## src/rtl/bp_pkg.sv

```systemverilog
// Shared types and the 2-bit saturating counter update for the bimodal predictor.
package bp_pkg;

    typedef logic [1:0] bp_cnt2_t;

    localparam bp_cnt2_t BP_SNT       = 2'd0;
    localparam bp_cnt2_t BP_WNT       = 2'd1;
    localparam bp_cnt2_t BP_WT        = 2'd2;
    localparam bp_cnt2_t BP_ST        = 2'd3;
    localparam bp_cnt2_t BP_CNT_RESET = BP_WNT;

    function automatic bp_cnt2_t bp_cnt2_next(input bp_cnt2_t cnt, input logic taken);
        bp_cnt2_t nxt;
        nxt = cnt;
        if (taken) begin
            if (cnt != BP_ST) nxt = cnt + 2'd1;
        end else begin
            if (cnt != BP_SNT) nxt = cnt - 2'd1;
        end
        return nxt;
    endfunction

endpackage

```

## src/rtl/bp_pht_array.sv

```systemverilog
// Counter storage: one combinational read port, one synchronous read-modify-write
// training port, synchronous reset of every entry to weakly not-taken.
module bp_pht_array
    import bp_pkg::*;
#(
    parameter int p_entries  = 64,
    parameter int c_idx_bits = $clog2(p_entries)
) (
    input  logic                  clk,
    input  logic                  reset,
    input  logic [c_idx_bits-1:0] rd_idx_i,
    output bp_cnt2_t              rd_cnt_o,
    input  logic                  wr_en_i,
    input  logic [c_idx_bits-1:0] wr_idx_i,
    input  logic                  wr_taken_i
);

    bp_cnt2_t cnt_q [p_entries];
    bp_cnt2_t wr_cnt_d;

    assign rd_cnt_o = cnt_q[rd_idx_i];

    // The write port trains the entry in place, so the caller only supplies the outcome.
    assign wr_cnt_d = bp_cnt2_next(cnt_q[wr_idx_i], wr_taken_i);

    always_ff @(posedge clk) begin
        if (reset) begin
            for (int i = 0; i < p_entries; i++) begin
                cnt_q[i] <= BP_CNT_RESET;
            end
        end else if (wr_en_i) begin
            cnt_q[wr_idx_i] <= wr_cnt_d;
        end
    end

endmodule

```

## src/rtl/bp_bimodal_pht.sv

```systemverilog
// Bimodal branch predictor top: index slicing, optional same-cycle update forwarding
// (enabled by defining BP_BYPASS_EN), and the registered response to the next-PC mux.
module bp_bimodal_pht
    import bp_pkg::*;
#(
    parameter int p_entries = 64,
    parameter int p_pc_lsb  = 2
) (
    input  logic        clk,
    input  logic        reset,
    input  logic        req_val,
    input  logic [31:0] req_pc,
    output logic        resp_val,
    output logic        resp_taken,
    input  logic        upd_val,
    input  logic [31:0] upd_pc,
    input  logic        upd_taken
);

    localparam int c_idx_bits = $clog2(p_entries);

    logic [c_idx_bits-1:0] req_idx;
    logic [c_idx_bits-1:0] upd_idx;
    bp_cnt2_t              rd_cnt;
    bp_cnt2_t              look_cnt;
    logic                  resp_val_q,   resp_val_d;
    logic                  resp_taken_q, resp_taken_d;
    logic                  unused_pc_bits;

    assign req_idx = req_pc[p_pc_lsb +: c_idx_bits];
    assign upd_idx = upd_pc[p_pc_lsb +: c_idx_bits];

    // PC bits outside the index slice never affect the prediction.
    assign unused_pc_bits = ^{req_pc, upd_pc};

    bp_pht_array #(
        .p_entries (p_entries),
        .c_idx_bits(c_idx_bits)
    ) u_array (
        .clk       (clk),
        .reset     (reset),
        .rd_idx_i  (req_idx),
        .rd_cnt_o  (rd_cnt),
        .wr_en_i   (upd_val),
        .wr_idx_i  (upd_idx),
        .wr_taken_i(upd_taken)
    );

    always_comb begin
        look_cnt = rd_cnt;
`ifdef BP_BYPASS_EN
        if (upd_val && (upd_idx == req_idx)) begin
            look_cnt = bp_cnt2_next(rd_cnt, upd_taken);
        end
`endif
    end

    // Idle cycles force the prediction low so the mux never sees a stale taken.
    assign resp_val_d   = req_val;
    assign resp_taken_d = req_val & look_cnt[1];

    always_ff @(posedge clk) begin
        if (reset) begin
            resp_val_q   <= 1'b0;
            resp_taken_q <= 1'b0;
        end else begin
            resp_val_q   <= resp_val_d;
            resp_taken_q <= resp_taken_d;
        end
    end

    assign resp_val   = resp_val_q;
    assign resp_taken = resp_taken_q;

endmodule

```

## config.mk

```make
export PLATFORM = sky130hd
export DESIGN_NAME = bp_bimodal_pht
export DESIGN_NICKNAME = d
export VERILOG_FILES = /design/src/rtl/bp_pkg.sv /design/src/rtl/bp_pht_array.sv /design/src/rtl/bp_bimodal_pht.sv
export SDC_FILE = /design/constraint.sdc
export NUM_CORES = 1
export LEC_CHECK = 0
export ABC_CLOCK_PERIOD_IN_PS = 3600
export BUFFER_PORTS_ARGS = -buffer_cell sky130_fd_sc_hd__buf_2
export CAP_MARGIN = 20
export CELL_PAD_IN_SITES_DETAIL_PLACEMENT = 1
export CELL_PAD_IN_SITES_GLOBAL_PLACEMENT = 1
export CORE_ASPECT_RATIO = 0.6
export CORE_MARGIN = 2
export CORE_UTILIZATION = 40
export CTS_CLUSTER_DIAMETER = 100
export DETAILED_ROUTE_END_ITERATION = 10
export GPL_TIMING_DRIVEN = 0
export PLACE_DENSITY_LB_ADDON = 0.1
export SYNTH_ARGS = -nofsm -noshare
export SYNTH_HDL_FRONTEND = slang
export SYNTH_SLANG_ARGS = --single-unit
```

## constraint.sdc

```tcl
create_clock -name clk -period 3.6 [get_ports clk]
set_clock_uncertainty 0.05 [all_clocks]
set_input_delay 0.18 -clock clk [delete_from_list [all_inputs] [get_ports clk]]
set_output_delay 0.18 -clock clk [all_outputs]
set_load 0.1 [all_outputs]
```

==> impl_results.md <==
- Status: finished clean
- P_leak: 2.554 nW
- # diodes: 0
- Final setup fails: 0
- Yosys top cell area share: 0.5237
- Critical Path End Type: flip-flop
- WL final: 28590 um
- R2R depth: 9
- Routability cong.: 0.8950
- Crit path arrival time: 3.25 ns
- Root Driver: clkbuf_16
- Core Util, Final: 0.4623
- Overflow after GRT: 0
- CTS sink cnt: 130
- Register area share after synthesis: 0.5292
- Combinational share of power: 0.142
- Synth Flop Type: edfxtp_1
- Ports: 71
- Worst IR Drop VDD: 330.7 uV
- Total of max-cap violations: 0
- CP max FO: 10
- Slew headroom: 0.2250
- Ys async rst share: 0
- CP max stage delay: 0.93 ns
- Seq cells post-synth: 130
- Initial antenna violation count: 0
- Number of global-route vias before repair: 5840
- Design internal power: 2.968 mW
- Cell Chain, Critical Path: dlygate4sd3_1, buf_2, inv_1, nand3_1, nor3_1, clkbuf_1, nand2_1, nand2_1
- Largest net degree at the start of global routing: 17
- Setup TNS: 0 ns
- Critical path's slowest cell: nor3_1
- Clock latency on the worst-skew pair: 0.44 ns
- Die Span Y: 108.9 um
- Area leader, netlist: edfxtp_1
- Rows: 38
- Clock transition at path regs: 0.07 ns
- Peak Freq: 0.3164 GHz
- Req. time, crit path: 3.69 ns
- Most frequent cell after synthesis: edfxtp_1
- Startpoint types: input pin
- Synth top area cells: edfxtp_1 52%, mux4_2 11%, nand2_1 4.9%
- Commonest cells in the netlist: 128 x edfxtp_1, 96 x nand2_1, 64 x nor2_1, 38 x nand3_1
- Die width: 178.9 um
- Synth Instances: 620
- TritonCTS clock tree: done
- Clock network fraction of total power: 0.442
- Pre-CTS setup slack: 0.3061 ns
- All-Layer GR Usage: 0.3108
- Cell variety after synth: 49
- DRC viols: 0
- DR WL/cell: 31.49 um
- Hold depth: 3
- Hold crit path type: in2reg
- Unrepaired setup endpoints after global routing: no
- HPWL Detailed: 20210 um
- Worst Tran Pin Value: 1.154 ns
- Final worst-path cycle share: 0.8779
- Antenna-violating nets left: 0
- Critical path's most frequent cell: nand2_1
- IO Port Bufs: 14
- First-pass iteration count of the detailed router: 5
- Final min period: 3.160 ns
- Layout cell share with drive strength beyond 1: 0.2395
- YS warnings: 0
- Mean post-synth cell area: 11.84 um2
- Pwr dens: 496.0 nW/um2
- Nets: 725
- Final Hold Fails: 0
- H-tree depth: 4
- Final Slew Violations: 0
- Design area: 8330 um2
- EDFF count, synth: 128
- Net Sw Power: 1.164 mW
- Crit path kind: in2reg
- WHS: 0.07253 ns
- Cell Area, Placed: 7715 um2
- Layout area overhead: 13.50%
- Reg power frac: 0.417
- Switching share of power: 0.2817
- Via-to-Cell Ratio: 6.365
- Initial Utilization: 0.4073
- Syn nets: 689
- Vias: 5779
- Synth Cell Area: 7340 um2
- First DRT Iteration DRCs: 587
- Setup ws final: 0.4397 ns
- Number of post-CTS setup repair buffers: 0
- Core Region: 18020 um2
- First-pass GRT wire length: 41080 um
- Total CTS buffers: 17
- Die area: 19480 um2
- CTS Buffer Depth: 2
routing by layer:
metal	GRT usage	routed length (um)	vias to the layer above
met1	0.4366	12540	2976
met2	0.4538	12230	354
met4	0.08827	542	0
met3	0.1105	3274	52
met5	0	0	-
li1	-	-	2397
per-stage QoR:
step | power, mW | cells
final | 4.132 | 908
after global routing | 4.202 | 908
after detailed placement | 2.319 | 874
after global placement | 2.310 | 874
after CTS | 4.108 | 907
after floorplan | 2.105 | 620
cells by family after synthesis:
| logic type | Yosys count | synth area share |
|---|---|---|
| compound gates | 83 | 0.07467 |
| fa+ha+maj | 2 | 0.003068 |
| buf+inv | 75 | 0.05966 |
| flops | 130 | 0.5292 |
| mux | 57 | 0.1410 |
| simple gates | 273 | 0.1925 |
cells in the final DEF (no fill, tap or decap), types with 7 or more instances in the layout:
| cell | n |
|---|---|
| buf_4 | 10 |
| clkbuf_16 | 17 |
| nand3_1 | 38 |
| nand2_1 | 96 |
| edfxtp_1 | 128 |
| mux2i_1 | 13 |
| a21oi_1 | 8 |
| nor2_1 | 64 |
| nor3_2 | 35 |
| o21ai_0 | 35 |
| mux4_2 | 36 |
| a22oi_1 | 7 |
| buf_6 | 15 |
| buf_2 | 20 |
| clkbuf_1 | 37 |
| a221oi_1 | 13 |
power groups by stage:
stage | clock network, mW | registers, mW | logic [mW]
finish | 1.82 | 1.72 | 0.585
global route | 1.87 | 1.72 | 0.606
CTS | 1.81 | 1.72 | 0.572
detailed placement | 0 | 1.75 | 0.567
global placement | 0 | 1.75 | 0.559
floorplan | 0 | 1.75 | 0.359
state kept, by name (all words and copies together), names as in the netlist:
register	cells
u_array.cnt_q	128
resp_taken	1
resp_val	1
cell type report:
type / count / area, um2
tap: 240 / 300.3
inverter: 5 / 18.77
multi-input combinational: 415 / 3023
clock inverter: 13 / 161.4
buffer: 70 / 419.2
fill: 1908 / 9689
sequential: 130 / 3884
timing repair buffer: 17 / 95.09
clock buffer: 18 / 429.2
critical path, delay by kind of cell:
kind,cells,cell delay (ns)
buffers and inverters,4,1.59
and+or+nand+nor,4,1.47
timing repair:
item                                   4_1_cts  5_1_grt
endpoints found under the hold margin        1        0
resized for setup                            0        0
hold buffers                                 2        0
path summary, 6_finish.rpt:
kind / end / startpoint / slack, ns
worst max register to register: u_array.cnt_q[58][0] / u_array.cnt_q[47][1] / 0.67
worst max-delay path: u_array.cnt_q[40][0] / reset / 0.44
worst min-delay path: resp_taken / req_val / 0.07
worst min register to register: resp_taken / u_array.cnt_q[11][1] / 1.22
Power figures use the tool's default switching activity.
